$ cat src/rtl/design1_wrapper.sv
// design1_wrapper
//   AXI4 (full) slave register bank that holds the MemorEDF configuration.
//   NUM_REGS 32-bit registers are grouped into lines of DATA_WIDTH/32 registers.
//   Each data beat reads or writes one whole line, and byte lane k maps to byte k
//   of that line. Only the low offset bits of an address are decoded. Upstream
//   logic places the block at BASE_ADDR.
//
// Ports
//   aclk_0, areset_0   clock, asynchronous active-high reset
//   s_axi_aw*          write address channel (INCR/FIXED; WRAP handled as INCR)
//   s_axi_w*           write data channel (wlast is not used to end the burst)
//   s_axi_b*           write response channel (always OKAY)
//   s_axi_ar*          read address channel
//   s_axi_r*           read data channel (always OKAY)
//   cfg_regs           flat register contents, reg i at [32i+31:32i]
//
// Handshake rule for every channel: a transfer occurs on a rising edge where
// valid and ready are both 1. All ready/valid outputs come from flops, so no
// input valid reaches an output ready through combinational logic. A source
// holds its payload stable while valid=1 and ready=0.
module design1_wrapper #(
    parameter int          DATA_WIDTH = 128,
    parameter int          ADDR_WIDTH = 32,
    parameter int          ID_WIDTH   = 4,
    parameter int          NUM_REGS   = 16,
    parameter logic [31:0] BASE_ADDR  = 32'hC0000000
) (
    input  logic                      aclk_0,
    input  logic                      areset_0,
    input  logic [ID_WIDTH-1:0]       s_axi_awid,
    input  logic [ADDR_WIDTH-1:0]     s_axi_awaddr,
    input  logic [7:0]                s_axi_awlen,
    input  logic [2:0]                s_axi_awsize,
    input  logic [1:0]                s_axi_awburst,
    input  logic                      s_axi_awvalid,
    output logic                      s_axi_awready,
    input  logic [DATA_WIDTH-1:0]     s_axi_wdata,
    input  logic [DATA_WIDTH/8-1:0]   s_axi_wstrb,
    input  logic                      s_axi_wlast,
    input  logic                      s_axi_wvalid,
    output logic                      s_axi_wready,
    output logic [ID_WIDTH-1:0]       s_axi_bid,
    output logic [1:0]                s_axi_bresp,
    output logic                      s_axi_bvalid,
    input  logic                      s_axi_bready,
    input  logic [ID_WIDTH-1:0]       s_axi_arid,
    input  logic [ADDR_WIDTH-1:0]     s_axi_araddr,
    input  logic [7:0]                s_axi_arlen,
    input  logic [2:0]                s_axi_arsize,
    input  logic [1:0]                s_axi_arburst,
    input  logic                      s_axi_arvalid,
    output logic                      s_axi_arready,
    output logic [ID_WIDTH-1:0]       s_axi_rid,
    output logic [DATA_WIDTH-1:0]     s_axi_rdata,
    output logic [1:0]                s_axi_rresp,
    output logic                      s_axi_rlast,
    output logic                      s_axi_rvalid,
    input  logic                      s_axi_rready,
    output logic [NUM_REGS*32-1:0]    cfg_regs
);

    localparam int BYTES = DATA_WIDTH / 8;
    localparam int LB    = $clog2(BYTES);            // byte-in-line bits
    localparam int DEC_W = $clog2(NUM_REGS * 4);     // decoded offset bits
    localparam int LINES = (NUM_REGS * 4) / BYTES;
    localparam int LIW   = (LINES > 1) ? $clog2(LINES) : 1;
    localparam int RW    = $clog2(NUM_REGS * 32);    // bit index into cfg_regs
    // The running burst offset is wider than the decoded window. An INCR burst
    // can then run past the last register without wrapping back onto reg 0,
    // and those beats land out of range.
    localparam int OFF_W = 16;

    typedef enum logic [1:0] {W_IDLE, W_DATA, W_RESP} w_state_t;
    typedef enum logic       {R_IDLE, R_DATA}         r_state_t;

    w_state_t              w_state, w_next;
    r_state_t              r_state, r_next;

    logic [ID_WIDTH-1:0]   w_id;
    logic [7:0]            w_len, w_cnt;
    logic [2:0]            w_size;
    logic [1:0]            w_burst;
    logic [OFF_W-1:0]      w_off;

    logic [7:0]            r_len, r_cnt;
    logic [2:0]            r_size;
    logic [1:0]            r_burst;
    logic [OFF_W-1:0]      r_off;

    logic                  aw_hs, w_hs, b_hs, ar_hs, r_hs;
    logic [OFF_W-1:0]      ar_off, r_off_nxt;

    logic                  unused_ok;
    assign unused_ok = ^{s_axi_wlast, s_axi_awaddr[ADDR_WIDTH-1:DEC_W],
                         s_axi_araddr[ADDR_WIDTH-1:DEC_W], BASE_ADDR};

    assign aw_hs = s_axi_awvalid & s_axi_awready;
    assign w_hs  = s_axi_wvalid  & s_axi_wready;
    assign b_hs  = s_axi_bvalid  & s_axi_bready;
    assign ar_hs = s_axi_arvalid & s_axi_arready;
    assign r_hs  = s_axi_rvalid  & s_axi_rready;

    assign s_axi_bresp = 2'b00;
    assign s_axi_rresp = 2'b00;

    function automatic logic [OFF_W-1:0] step_off(input logic [OFF_W-1:0] off,
                                                  input logic [2:0] size,
                                                  input logic [1:0] burst);
        if (burst == 2'b00) return off;
        return off + (OFF_W'(1) << size);
    endfunction

    function automatic logic in_range(input logic [OFF_W-1:0] off);
        return (off >> LB) < OFF_W'(LINES);
    endfunction

    function automatic logic [RW-1:0] line_base(input logic [OFF_W-1:0] off);
        return RW'(off[LB +: LIW]) << $clog2(DATA_WIDTH);
    endfunction

    function automatic logic [DATA_WIDTH-1:0] line_data(input logic [OFF_W-1:0] off);
        if (!in_range(off)) return '0;
        return cfg_regs[line_base(off) +: DATA_WIDTH];
    endfunction

    assign ar_off    = {{(OFF_W-DEC_W){1'b0}}, s_axi_araddr[DEC_W-1:0]};
    assign r_off_nxt = step_off(r_off, r_size, r_burst);

    // ---------------- write FSM ----------------
    always_comb begin
        w_next = w_state;
        case (w_state)
            W_IDLE:  if (aw_hs) w_next = W_DATA;
            W_DATA:  if (w_hs && (w_cnt == w_len)) w_next = W_RESP;
            W_RESP:  if (b_hs) w_next = W_IDLE;
            default: w_next = W_IDLE;
        endcase
    end

    always_ff @(posedge aclk_0 or posedge areset_0) begin
        if (areset_0) begin
            w_state       <= W_IDLE;
            s_axi_awready <= 1'b0;
            s_axi_wready  <= 1'b0;
            s_axi_bvalid  <= 1'b0;
            s_axi_bid     <= '0;
            w_id          <= '0;
            w_len         <= '0;
            w_cnt         <= '0;
            w_size        <= '0;
            w_burst       <= '0;
            w_off         <= '0;
            cfg_regs      <= '0;
        end else begin
            w_state       <= w_next;
            // Ready/valid follow the next state, so they are valid the cycle the state is entered.
            s_axi_awready <= (w_next == W_IDLE);
            s_axi_wready  <= (w_next == W_DATA);
            s_axi_bvalid  <= (w_next == W_RESP);
            if (w_state == W_IDLE && aw_hs) begin
                w_id    <= s_axi_awid;
                w_len   <= s_axi_awlen;
                w_cnt   <= '0;
                w_size  <= s_axi_awsize;
                w_burst <= s_axi_awburst;
                w_off   <= {{(OFF_W-DEC_W){1'b0}}, s_axi_awaddr[DEC_W-1:0]};
            end
            if (w_state == W_DATA && w_hs) begin
                w_cnt <= w_cnt + 8'd1;
                w_off <= step_off(w_off, w_size, w_burst);
                s_axi_bid <= w_id;
                if (in_range(w_off)) begin
                    for (int k = 0; k < BYTES; k++) begin
                        if (s_axi_wstrb[k])
                            cfg_regs[line_base(w_off) + RW'(8*k) +: 8] <= s_axi_wdata[8*k +: 8];
                    end
                end
            end
        end
    end

    // ---------------- read FSM ----------------
    always_comb begin
        r_next = r_state;
        case (r_state)
            R_IDLE:  if (ar_hs) r_next = R_DATA;
            R_DATA:  if (r_hs && s_axi_rlast) r_next = R_IDLE;
            default: r_next = R_IDLE;
        endcase
    end

    // Beat data is captured from cfg_regs at the edge before it is presented.
    // A write landing on that same edge is therefore not seen by the beat.
    always_ff @(posedge aclk_0 or posedge areset_0) begin
        if (areset_0) begin
            r_state       <= R_IDLE;
            s_axi_arready <= 1'b0;
            s_axi_rvalid  <= 1'b0;
            s_axi_rlast   <= 1'b0;
            s_axi_rid     <= '0;
            s_axi_rdata   <= '0;
            r_len         <= '0;
            r_cnt         <= '0;
            r_size        <= '0;
            r_burst       <= '0;
            r_off         <= '0;
        end else begin
            r_state       <= r_next;
            s_axi_arready <= (r_next == R_IDLE);
            s_axi_rvalid  <= (r_next == R_DATA);
            if (r_state == R_IDLE && ar_hs) begin
                s_axi_rid   <= s_axi_arid;
                s_axi_rdata <= line_data(ar_off);
                s_axi_rlast <= (s_axi_arlen == 8'd0);
                r_len       <= s_axi_arlen;
                r_cnt       <= '0;
                r_size      <= s_axi_arsize;
                r_burst     <= s_axi_arburst;
                r_off       <= ar_off;
            end else if (r_state == R_DATA && r_hs && !s_axi_rlast) begin
                s_axi_rdata <= line_data(r_off_nxt);
                s_axi_rlast <= ((r_cnt + 8'd1) == r_len);
                r_cnt       <= r_cnt + 8'd1;
                r_off       <= r_off_nxt;
            end
        end
    end

endmodule

$ cat config.mk
export PLATFORM = sky130hd
export DESIGN_NAME = design1_wrapper
export DESIGN_NICKNAME = d
export VERILOG_FILES = /design/src/rtl/design1_wrapper.sv
export SDC_FILE = /design/constraint.sdc
export NUM_CORES = 2
export LEC_CHECK = 0
export BUFFER_PORTS_ARGS = -buffer_cell sky130_fd_sc_hd__clkbuf_2
export CELL_PAD_IN_SITES_DETAIL_PLACEMENT = 1
export CELL_PAD_IN_SITES_GLOBAL_PLACEMENT = 2
export CORE_ASPECT_RATIO = 1.25
export CORE_MARGIN = 4
export CORE_UTILIZATION = 23
export DETAILED_ROUTE_END_ITERATION = 7
export GPL_TIMING_DRIVEN = 1
export PLACE_DENSITY_LB_ADDON = 0.1
export SETUP_SLACK_MARGIN = 0.5
export SYNTH_ARGS = -nofsm -noshare
export SYNTH_HDL_FRONTEND = slang
export SYNTH_SLANG_ARGS = --single-unit
$ cat constraint.sdc
create_clock -name aclk_0 -period 67.2 [get_ports aclk_0]
set_input_delay 3.36 -clock aclk_0 [delete_from_list [all_inputs] [get_ports aclk_0]]
set_output_delay 3.36 -clock aclk_0 [all_outputs]
set_load 0.005 [all_outputs]
==> impl_metrics.ini <==
[run_status]
run_status = completed

[grt]
gr-usage-all-layers_pct = 21.4
antenna_found_initial = 46
first_pass_grt_wire_length_mm = 274
via_count_of_the_first_global_routing_pass = 34800
grt_start_max_net_pins = 146
overflow = 0

[logic_synthesis]
synth_edf_count = 0
synth-main-ff-cell = dfrtp_1
synth_cell_type_count = 77
netlist_top_cells_area = dfrtp_1, nand2_1, o21ai_0, mux2i_1, mux4_1
synth-async-reset-ratio_pct = 100
fraction_of_synthesized_cell_area_taken_by_the_top_area_cell_type_pct = 47.2
yosysTopAreaCell = dfrtp_1
syn-cell-area_um2 = 38900
ys_ff_latch = 734
synth.avg_cell_area_um2 = 10.0
yosysWarnings = 0
yosysSeqAreaShare_pct = 47.2
post_synth_inst_count = 3887

[setup_path]
cells_along_the_critical_path = clkbuf_2 -> nand2_1 -> or2_2 -> a21oi_1 -> o21ai_0 -> nand4b_1 -> or4_4 -> buf_4 -> buf_4 -> o21ai_2
critical_path_arrival_ps = 6620
crit_path_top_delay_cell = or4_4
worst_reg_to_reg_setup_slack_ps = 61390
critPathLaunch = s_axi_rready
r2r_end = s_axi_rdata[82]$_DFFE_PP0P_
worst_r2r_startpoint = r_size[0]$_DFFE_PP0P_
cp-start-kind = primary input
worstSetupPathType = primary input to flop
critical_path_end_type = flop
path_max_fanout = 35
required_ps = 67830
timing.reg2reg.worst_path_depth = 13
cp_slowest_stage_delay_ps = 930
path_common_cell = buf_4

[routing]
postRouteAntennaNets = 0
number_of_vias_per_cell = 4.76
detailroute.via_count = 33000
detail_route.wirelength_mm = 192
post-route-drc-count = 0
wl_per_cell_um = 27.7
drt_first_pass_iters = 5
first_iter_violations = 1841

[power]
power_leakage_nw = 22.8
power.density_nw_per_um2 = 47.9
largest_vdd_supply_drop_uv = 23.5

[sta]
setup-violations-final = 0
relSlewSlack_pct = 22.3
min_period_ps = 5980
fin_crit_sh_pct = 8.90
finalHoldWorstSlack_ps = 463
timing.final.hold_violations = 0
final.setup.tns_ps = 0
rsz_0062_raised_after_global_routing = no
max_clock_freq_mhz = 167
clock-skew-final_ps = 24.3
slew_viol_final = 0
tightestPinTransition_ps = 1160

[clock_tree]
cts-resized-gates = 0
worst_setup_hold_path_clk_slew_ps = 60
htreeDepth = 3
later_pin_clock_latency_in_the_skew_report_ps = 710
clock_tree_buffer_depth = 3
buffer_cell_driving_the_clock_tree_root = clkbuf_16
post_cts_buffers = 0
cts_tree = done
cts_hold_buf = 0
numCtsBuffers = 94
clock_sink_count = 734

[floorplan]
die_area_um2 = 176000
floorplan.die.width_um = 376
die_h_um = 468
rows = 168
core-area_um2 = 168000
ios = 908
initial_core_util_pct = 23.2

[job]
maxCapViolCount = 0

[final_layout]
commonest_non_fill_non_tap_cells_in_the_layout = nand2_1, clkbuf_2, dfrtp_1
fin_nets = 4902
mostFrequentLayoutCell = nand2_1
layout-area-overhead-vs-synth_pct = 23.7
layout-drive-gt1-share_pct = 29.7

[hold_path]
hold_end = s_axi_bid[0]$_DFFE_PP0P_
worstHoldPathCells = 2
type_of_the_tightest_min_delay_check = flop to flop
worstHoldStart = w_id[0]$_DFFE_PP0P_

[placement]
port_buffers = 850
place.gp.congestion = 0.781
hpwl_reported_at_the_end_of_detailed_placement_mm = 133
[worst max path at each step]
| stage | to | slack [ps] | cells after the start |
|---|---|---|---|
| floorplan | cfg_regs[0]$_DFFE_PP0P_ | 43250 | 1 |
| global placement | s_axi_rdata[66]$_DFFE_PP0P_ | 60380 | 10 |
| detailed placement | s_axi_rdata[66]$_DFFE_PP0P_ | 60370 | 10 |
| CTS | s_axi_rdata[72]$_DFFE_PP0P_ | 61180 | 10 |
| global route | cfg_regs[302]$_DFFE_PP0P_ | 61030 | 5 |
| finish | s_axi_rdata[66]$_DFFE_PP0P_ | 61220 | 10 |
[metrics by stage]
step	setup WS, ps	power (W)	utilization, %	cells	area (µm²)
finish	61220	0.00230	28.6	6930	48100
detailed placement	60370	0.00181	26.7	6740	44900
CTS	61180	0.00235	28.6	6907	48000
floorplan	43250	0.00134	-	3890	38900
global route	61030	0.00247	28.6	6911	48100
global placement	60380	0.00180	26.7	6740	44900
[worst max-delay path, delay by kind of cell]
kind | cells | cell delay (ps)
and+or+nand+nor | 4 | 1560
buffers and inverters | 3 | 1070
AOI/OAI and AO/OA | 3 | 480
[registers in the layout (all words and copies together), names as in the netlist, 8 cells and up]
name,cells
r_cnt,8
cfg_regs,512
s_axi_rdata,128
r_len,8
w_off,16
w_len,8
w_cnt,8
r_off,16
[cells by family after synthesis]
| family | count (synthesis) | synth area share (%) |
|---|---|---|
| XOR/XNOR | 33 | 0.743 |
| multiplexers | 515 | 18.6 |
| other | 1 | 0.00964 |
| AND/OR/NAND/NOR | 1404 | 14.3 |
| buffers and inverters | 283 | 4.20 |
| adder cells (fa/ha/maj) | 26 | 0.875 |
| flip-flops | 734 | 47.2 |
| AO/OA/AOI/OAI | 891 | 14.0 |
[layout make-up]
cell class                      count  area, µm²
Antenna cell                       23       57.6
Multi-Input combinational cell   2873      19000
Clock inverter                     26        303
Timing Repair Buffer              906       4730
Clock buffer                      141       2820
Tap cell                         2210       2770
Inverter                           17       71.3
Sequential cell                   734      18400
Fill cell                       19400     120000
[layer usage]
metal  up-vias  share of wire [%]  track usage (%)
li1      15200                  -                -
met1     16800                 43             26.9
met2       852                 46             34.8
met3       186                9.2             8.38
met4        48                1.5             4.55
met5         -               0.17                0
[Yosys cell counts (5+ instances only)]
master,count
nand2_1,1246
o21ai_2,119
nor3_1,13
nor2b_1,6
a22oi_1,136
buf_2,33
clkbuf_8,26
nor2_1,50
nand4_1,5
dfrtp_1,734
buf_12,11
inv_1,17
xor2_1,16
nand3_1,20
mux4_4,40
mux4_2,28
xnor2_1,17
a21oi_1,11
buf_1,14
mux2_2,128
o21ai_0,573
nor4_1,8
dlygate4sd3_1,6
and3_1,19
nand4b_1,5
clkbuf_1,165
o31ai_1,6
mux4_1,60
buf_4,6
ha_1,24
mux2i_1,259
nor3b_1,7
[where the power goes]
group / internal (W) / switching (W) / total [W]
clock network: 0.000305 / 0.000221 / 0.000526
registers: 0.000585 / 0.000171 / 0.000755
logic: 0.000399 / 0.000622 / 0.00102
No activity file was read; power rests on OpenSTA's default activity.
